$ cat src/rtl/axi4_lite_reg_bank_if.sv
// axi4_lite_if: AXI4-Lite signal bundle with master and slave views
interface axi4_lite_if #(
  parameter int ADDR_BIT_WIDTH = 4,
  parameter int DATA_BIT_WIDTH = 32
);
  logic [ADDR_BIT_WIDTH-1:0]   awaddr;
  logic [2:0]                  awprot;
  logic                        awvalid, awready;
  logic [DATA_BIT_WIDTH-1:0]   wdata;
  logic [DATA_BIT_WIDTH/8-1:0] wstrb;
  logic                        wvalid, wready;
  logic [1:0]                  bresp;
  logic                        bvalid, bready;
  logic [ADDR_BIT_WIDTH-1:0]   araddr;
  logic [2:0]                  arprot;
  logic                        arvalid, arready;
  logic [DATA_BIT_WIDTH-1:0]   rdata;
  logic [1:0]                  rresp;
  logic                        rvalid, rready;
  modport slv_port (
    input  awaddr, awprot, awvalid, wdata, wstrb, wvalid, bready, araddr, arprot, arvalid, rready,
    output awready, wready, bresp, bvalid, arready, rdata, rresp, rvalid
  );
  modport mst_port (
    output awaddr, awprot, awvalid, wdata, wstrb, wvalid, bready, araddr, arprot, arvalid, rready,
    input  awready, wready, bresp, bvalid, arready, rdata, rresp, rvalid
  );
endinterface

$ cat src/rtl/axi4_lite_reg_bank.sv
// axi4_lite_reg_bank: AXI4-Lite slave with two RW control regs, an RO status reg
// and a write-1-to-clear event reg.
module axi4_lite_reg_bank #(
  parameter int                        ADDR_BIT_WIDTH = 4,
  parameter int                        DATA_BIT_WIDTH = 32,
  parameter logic [DATA_BIT_WIDTH-1:0] REG0_RST_VAL   = '0,
  parameter logic [DATA_BIT_WIDTH-1:0] REG1_RST_VAL   = '0
) (
  input  logic                      i_clk,
  input  logic                      i_sync_rst,
  axi4_lite_if.slv_port             if_s_axi,
  output logic [DATA_BIT_WIDTH-1:0] o_reg0,
  output logic [DATA_BIT_WIDTH-1:0] o_reg1,
  input  logic [DATA_BIT_WIDTH-1:0] i_status,
  input  logic [DATA_BIT_WIDTH-1:0] i_evt,
  output logic                      o_evt_any
);
  localparam int         NB     = DATA_BIT_WIDTH / 8;
  localparam int         LSB    = $clog2(NB);
  localparam logic [1:0] OKAY   = 2'b00;
  localparam logic [1:0] SLVERR = 2'b10;
  logic                      r_live, r_aw_held, r_w_held, r_bvalid, r_rvalid, r_evt_any;
  logic [1:0]                r_bresp, r_rresp;
  logic [ADDR_BIT_WIDTH-1:0] r_awaddr;
  logic [DATA_BIT_WIDTH-1:0] r_wdata, r_rdata, r_reg0, r_reg1, r_reg3;
  logic [NB-1:0]             r_wstrb;
  logic [31:0]               w_widx, w_ridx;
  logic [DATA_BIT_WIDTH-1:0] w_mask, w_clr, w_rdata;
  logic                      w_commit, w_aw_hs, w_w_hs, w_ar_hs, w_unused;
  for (genvar b = 0; b < NB; b++) begin : g_mask
    assign w_mask[b*8 +: 8] = {8{r_wstrb[b]}};
  end
  // r_live holds every ready low until the first cycle after reset releases
  assign if_s_axi.awready = r_live && !r_aw_held && !r_bvalid;
  assign if_s_axi.wready  = r_live && !r_w_held && !r_bvalid;
  assign if_s_axi.arready = r_live && !r_rvalid;
  assign if_s_axi.bvalid  = r_bvalid;
  assign if_s_axi.bresp   = r_bresp;
  assign if_s_axi.rvalid  = r_rvalid;
  assign if_s_axi.rresp   = r_rresp;
  assign if_s_axi.rdata   = r_rdata;
  assign w_aw_hs  = if_s_axi.awvalid && if_s_axi.awready;
  assign w_w_hs   = if_s_axi.wvalid && if_s_axi.wready;
  assign w_ar_hs  = if_s_axi.arvalid && if_s_axi.arready;
  assign w_commit = r_aw_held && r_w_held && !r_bvalid;
  assign w_widx   = 32'(r_awaddr[ADDR_BIT_WIDTH-1:LSB]);
  assign w_ridx   = 32'(if_s_axi.araddr[ADDR_BIT_WIDTH-1:LSB]);
  assign w_clr    = (w_commit && w_widx == 3) ? r_wdata & w_mask : '0;
  assign w_rdata  = w_ridx == 0 ? r_reg0 : w_ridx == 1 ? r_reg1 : w_ridx == 2 ? i_status :
                    w_ridx == 3 ? r_reg3 : '0;
  assign w_unused = ^{if_s_axi.awprot, if_s_axi.arprot, r_awaddr, if_s_axi.araddr};
  assign o_reg0    = r_reg0;
  assign o_reg1    = r_reg1;
  assign o_evt_any = r_evt_any;
  always_ff @(posedge i_clk) begin
    if (i_sync_rst) begin
      r_live    <= 1'b0;
      r_aw_held <= 1'b0;
      r_w_held  <= 1'b0;
      r_bvalid  <= 1'b0;
      r_rvalid  <= 1'b0;
      r_bresp   <= OKAY;
      r_rresp   <= OKAY;
      r_rdata   <= '0;
      r_reg0    <= REG0_RST_VAL;
      r_reg1    <= REG1_RST_VAL;
      r_reg3    <= '0;
      r_evt_any <= 1'b0;
    end else begin
      r_live <= 1'b1;
      if (w_aw_hs) begin
        r_awaddr  <= if_s_axi.awaddr;
        r_aw_held <= 1'b1;
      end
      if (w_w_hs) begin
        r_wdata  <= if_s_axi.wdata;
        r_wstrb  <= if_s_axi.wstrb;
        r_w_held <= 1'b1;
      end
      if (w_commit) begin
        r_aw_held <= 1'b0;
        r_w_held  <= 1'b0;
        r_bvalid  <= 1'b1;
        r_bresp   <= (w_widx == 0 || w_widx == 1 || w_widx == 3) ? OKAY : SLVERR;
        if (w_widx == 0) r_reg0 <= (r_reg0 & ~w_mask) | (r_wdata & w_mask);
        if (w_widx == 1) r_reg1 <= (r_reg1 & ~w_mask) | (r_wdata & w_mask);
      end else if (r_bvalid && if_s_axi.bready) r_bvalid <= 1'b0;
      if (w_ar_hs) begin
        r_rvalid <= 1'b1;
        r_rdata  <= w_rdata;
        r_rresp  <= w_ridx < 4 ? OKAY : SLVERR;
      end else if (r_rvalid && if_s_axi.rready) r_rvalid <= 1'b0;
      // an event set on the same bit wins over a W1C clear
      r_reg3    <= (r_reg3 & ~w_clr) | i_evt;
      r_evt_any <= |r_reg3;
    end
  end
endmodule

$ cat src/flat_wrapper.sv
// flat-port wrapper written by rule: the top's interface ports become plain ports
module axi4_lite_reg_bank_flat 
#(
  parameter int                        ADDR_BIT_WIDTH = 4,
  parameter int                        DATA_BIT_WIDTH = 32,
  parameter logic [DATA_BIT_WIDTH-1:0] REG0_RST_VAL   = '0,
  parameter logic [DATA_BIT_WIDTH-1:0] REG1_RST_VAL   = '0
)
  (i_clk, i_sync_rst, o_reg0, o_reg1, i_status, i_evt, o_evt_any, if_s_axi_awaddr, if_s_axi_awprot, if_s_axi_awvalid, if_s_axi_wdata, if_s_axi_wstrb, if_s_axi_wvalid, if_s_axi_bready, if_s_axi_araddr, if_s_axi_arprot, if_s_axi_arvalid, if_s_axi_rready, if_s_axi_awready, if_s_axi_wready, if_s_axi_bresp, if_s_axi_bvalid, if_s_axi_arready, if_s_axi_rdata, if_s_axi_rresp, if_s_axi_rvalid);
  axi4_lite_if #(.ADDR_BIT_WIDTH(ADDR_BIT_WIDTH), .DATA_BIT_WIDTH(DATA_BIT_WIDTH)) if_s_axi_i ();
  input  logic i_clk;
  input  logic i_sync_rst;
  output logic [DATA_BIT_WIDTH-1:0] o_reg0;
  output logic [DATA_BIT_WIDTH-1:0] o_reg1;
  input  logic [DATA_BIT_WIDTH-1:0] i_status;
  input  logic [DATA_BIT_WIDTH-1:0] i_evt;
  output logic o_evt_any;
  input wire logic [$bits(if_s_axi_i.awaddr)-1:0] if_s_axi_awaddr;
  input wire logic [$bits(if_s_axi_i.awprot)-1:0] if_s_axi_awprot;
  input wire logic [$bits(if_s_axi_i.awvalid)-1:0] if_s_axi_awvalid;
  input wire logic [$bits(if_s_axi_i.wdata)-1:0] if_s_axi_wdata;
  input wire logic [$bits(if_s_axi_i.wstrb)-1:0] if_s_axi_wstrb;
  input wire logic [$bits(if_s_axi_i.wvalid)-1:0] if_s_axi_wvalid;
  input wire logic [$bits(if_s_axi_i.bready)-1:0] if_s_axi_bready;
  input wire logic [$bits(if_s_axi_i.araddr)-1:0] if_s_axi_araddr;
  input wire logic [$bits(if_s_axi_i.arprot)-1:0] if_s_axi_arprot;
  input wire logic [$bits(if_s_axi_i.arvalid)-1:0] if_s_axi_arvalid;
  input wire logic [$bits(if_s_axi_i.rready)-1:0] if_s_axi_rready;
  output wire logic [$bits(if_s_axi_i.awready)-1:0] if_s_axi_awready;
  output wire logic [$bits(if_s_axi_i.wready)-1:0] if_s_axi_wready;
  output wire logic [$bits(if_s_axi_i.bresp)-1:0] if_s_axi_bresp;
  output wire logic [$bits(if_s_axi_i.bvalid)-1:0] if_s_axi_bvalid;
  output wire logic [$bits(if_s_axi_i.arready)-1:0] if_s_axi_arready;
  output wire logic [$bits(if_s_axi_i.rdata)-1:0] if_s_axi_rdata;
  output wire logic [$bits(if_s_axi_i.rresp)-1:0] if_s_axi_rresp;
  output wire logic [$bits(if_s_axi_i.rvalid)-1:0] if_s_axi_rvalid;
  assign if_s_axi_i.awaddr = if_s_axi_awaddr;
  assign if_s_axi_i.awprot = if_s_axi_awprot;
  assign if_s_axi_i.awvalid = if_s_axi_awvalid;
  assign if_s_axi_i.wdata = if_s_axi_wdata;
  assign if_s_axi_i.wstrb = if_s_axi_wstrb;
  assign if_s_axi_i.wvalid = if_s_axi_wvalid;
  assign if_s_axi_i.bready = if_s_axi_bready;
  assign if_s_axi_i.araddr = if_s_axi_araddr;
  assign if_s_axi_i.arprot = if_s_axi_arprot;
  assign if_s_axi_i.arvalid = if_s_axi_arvalid;
  assign if_s_axi_i.rready = if_s_axi_rready;
  assign if_s_axi_awready = if_s_axi_i.awready;
  assign if_s_axi_wready = if_s_axi_i.wready;
  assign if_s_axi_bresp = if_s_axi_i.bresp;
  assign if_s_axi_bvalid = if_s_axi_i.bvalid;
  assign if_s_axi_arready = if_s_axi_i.arready;
  assign if_s_axi_rdata = if_s_axi_i.rdata;
  assign if_s_axi_rresp = if_s_axi_i.rresp;
  assign if_s_axi_rvalid = if_s_axi_i.rvalid;
  axi4_lite_reg_bank #(.ADDR_BIT_WIDTH(ADDR_BIT_WIDTH), .DATA_BIT_WIDTH(DATA_BIT_WIDTH), .REG0_RST_VAL(REG0_RST_VAL), .REG1_RST_VAL(REG1_RST_VAL)) u_core (.i_clk(i_clk), .i_sync_rst(i_sync_rst), .if_s_axi(if_s_axi_i), .o_reg0(o_reg0), .o_reg1(o_reg1), .i_status(i_status), .i_evt(i_evt), .o_evt_any(o_evt_any));
endmodule
$ cat config.mk
export PLATFORM = sky130hd
export DESIGN_NAME = axi4_lite_reg_bank_flat
export DESIGN_NICKNAME = d
export VERILOG_FILES = /design/src/rtl/axi4_lite_reg_bank_if.sv /design/src/rtl/axi4_lite_reg_bank.sv /design/src/flat_wrapper.sv
export SDC_FILE = /design/constraint.sdc
export NUM_CORES = 1
export LEC_CHECK = 0
export BUFFER_PORTS_ARGS = -buffer_cell sky130_fd_sc_hd__buf_2
export CORE_ASPECT_RATIO = 0.6
export CORE_UTILIZATION = 46
export DETAILED_ROUTE_END_ITERATION = 8
export PLACE_DENSITY = 0.81
export SLEW_MARGIN = 40
export SYNTH_ARGS = -nofsm -noshare
export SYNTH_HDL_FRONTEND = slang
export SYNTH_SLANG_ARGS = --single-unit
$ cat constraint.sdc
create_clock -name i_clk -period 2.2 [get_ports i_clk]
set_clock_uncertainty 0.1 [all_clocks]
set_input_delay 0.22 -clock i_clk [delete_from_list [all_inputs] [get_ports i_clk]]
set_output_delay 0.22 -clock i_clk [all_outputs]
set_load 0.03 [all_outputs]
==> impl_metrics.json <==
{
  "fmax_ghz": 0.533,
  "cts_buffers": 17,
  "fin_nets": 1011,
  "startpoint_type": "flop",
  "syn2layout_area_growth_pct": 34.6,
  "final_util_pct": 63.3,
  "busiest_layer": "met2",
  "place_inst": 1008,
  "place.gp.congestion": 0.837,
  "use_met1_pct": 39.0,
  "peakVddDrop_mv": 0.485,
  "ant_nets": 0,
  "clock_sinks": 173,
  "cts_resized": 0,
  "setup_viol": 0,
  "required_ns": 2.36,
  "hpwl_mm": 14.6,
  "io_buffers": 213,
  "crit_fanout": 10,
  "first_pass_iters": 5,
  "max-cap-violations": 0,
  "grt_pass1_wl_mm": 32.8,
  "final_common_cell": "buf_2",
  "htree_levels": 4,
  "setup_tns_ns": 0,
  "die_w_um": 164,
  "cts_buffer_depth": 2,
  "synth_mux_area_share_pct": 10.1,
  "worst_slew_pin_slew_ns": 0.644,
  "critPathArrivalTime_ns": 2.04,
  "hp-class": "primary input to flop",
  "cts-root-buf": "clkbuf_16",
  "cts_tree": "built",
  "grt.total_usage_pct": 26.7,
  "r2r_slack_ns": 0.32,
  "clkTransAtPathRegs_ns": 0.07,
  "synth_area_sq_um": 7210,
  "vias_per_cell": 5.71,
  "synth_compound_area_share_pct": 19.5,
  "cts_hold_buf": 66,
  "postSynth.asyncResetShare_pct": 0,
  "worstSetupPathType": "flop to flop",
  "post_synth_and_or_nand_nor_area_fraction_pct": 11.1,
  "grt_pass1_vias": 5899,
  "ys.flop_type": "dfxtp_1",
  "holdPathStages": 3,
  "final_cell_mix": "buf_2 (212), dfxtp_1 (135), a21oi_1 (69), dlygate4sd3_1 (66), nand3_1 (65)",
  "holdPathEnd": "u_core.r_reg3[16]",
  "synth_top_family_by_area": "compound AO/OA/AOI/OAI gates",
  "worstSkewPairLatency_ns": 0.41,
  "ios": 227,
  "wire_per_inst_um": 19.3,
  "design.core.area_sq_um": 15300,
  "pwr_density_cell_nw_per_um2": 755,
  "rr_startpoint": "u_core.r_awaddr[3]",
  "use_met2_pct": 40.9,
  "final_hold_viol_count": 0,
  "std_cell_rows": 35,
  "grt_max_degree": 52,
  "status": "completed",
  "cts_setup_buffers": 0,
  "met3_usage_pct": 5.22,
  "reg2reg_depth": 4,
  "holdCritStartpoint": "i_evt[16]",
  "drive_gt1_share_pct": 37.0,
  "yosys.area_share.adder_pct": 0,
  "period_share_pct": 85.2,
  "p_leak_nw": 4.01,
  "synth_edf_count": 38,
  "drv_slew": 0,
  "syn_area_per_cell_sq_um": 11.4,
  "start_util_pct": 47.1,
  "max_slew_margin_pct": 57.1,
  "period_minus_slack_ns": 1.88,
  "drt_iter0_markers": 512,
  "overflow": 0,
  "synth_xor_area_share_pct": 0,
  "drcViolationCount": 0,
  "ys_types": 33,
  "die_h_um": 99.0,
  "n_antenna_cell": 0,
  "rsz0062_at_grt": "false",
  "syn_inst": 630,
  "vias": 6318,
  "instances_no_fill": 1106,
  "yosysSeqAreaShare_pct": 53.3,
  "yosys_register_bits": 173,
  "wl_mm": 21.4,
  "end_kind": "flop",
  "yosysWarnings": 0,
  "antenna_found_initial": 0,
  "die_area_sq_um": 16200
}
[cell type report]
class / count / area (sq um)
fillers: 1232 / 5620
flip-flops and latches: 173 / 3840
multi-input cells: 377 / 2980
repair buffers: 296 / 1900
clock buffers: 20 / 468
well taps: 203 / 254
clock inverters: 12 / 173
inverters: 25 / 93.8
[metal layers]
layer  wire (um)  share of wire, %  vias up
li1            -                 -     2898
met1        9930                46     3085
met2        9670                45      320
met3        1630               7.6       15
met4         155              0.72        0
met5           0                 0        -
[where the power goes]
group	switching [mW]	leakage [nW]	total [mW]	internal, mW
Sequential	0.0847	1.45	3.42	3.34
Combinational	0.345	2.25	0.676	0.331
Clock	1.31	0.311	3.24	1.92
[stage by stage]
| step | power (mW) | worst slack (ns) | hold WS, ns | area (sq um) |
|---|---|---|---|---|
| after detailed placement | 4.07 | 0.332 | 0.298 | 8410 |
| after CTS | 7.36 | 0.308 | 0.00321 | 9710 |
| after floorplan | 3.83 | 0.0717 | 0.219 | 7230 |
| after global placement | 4.05 | 0.398 | 0.297 | 8380 |
| final | 7.33 | 0.325 | 0.0142 | 9710 |
| after global routing | 7.57 | 0.262 | 0.0104 | 9710 |
[worst max path at each step]
stage | startpoint | endpoint | slack [ns] | cells after the start
3_3_place_gp | u_core.r_awaddr[3] | flop | 0.40 | 4
6_report | u_core.r_awaddr[3] | flop | 0.32 | 4
4_1_cts | u_core.r_awaddr[3] | flop | 0.31 | 4
5_1_grt | u_core.r_awaddr[3] | flop | 0.26 | 4
3_5_place_dp | u_core.r_awaddr[3] | flop | 0.33 | 4
2_1_floorplan | u_core.if_s_axi.bvalid | u_core.r_wdata[0] | 0.07 | 3
[logic make-up (layout without fill, tap and decap cells)]
logic type             Yosys count  after routing
AO/OA/AOI/OAI                  199            199
buffers and inverters           82            353
AND/OR/NAND/NOR                143            143
other                            1              3
flip-flops                     173            173
multiplexers                    32             32
[critical path, stage by stage, from the launching register on]
cell and delay [ns]:
edfxtp_1 0.53, buf_4 0.23, or3b_2 0.56, o21ai_0 0.22, a21oi_1 0.09
[synthesized netlist by cell type, types with 9 or more instances]
| library cell | instances | area share, % |
|---|---|---|
| o21ai_0 | 56 | 3.9 |
| buf_2 | 16 | 1.1 |
| clkbuf_1 | 23 | 1.2 |
| buf_6 | 9 | 1.4 |
| inv_1 | 25 | 1.3 |
| a21oi_1 | 70 | 4.9 |
| edfxtp_1 | 38 | 16 |
| nand3_1 | 65 | 4.5 |
| nor2_1 | 25 | 1.3 |
| dfxtp_1 | 135 | 37 |
| mux4_2 | 30 | 9.4 |
| a311oi_2 | 24 | 5.0 |
| a22o_1 | 32 | 3.9 |
| nand2b_1 | 10 | 0.87 |
Power figures use the tool's default switching activity.
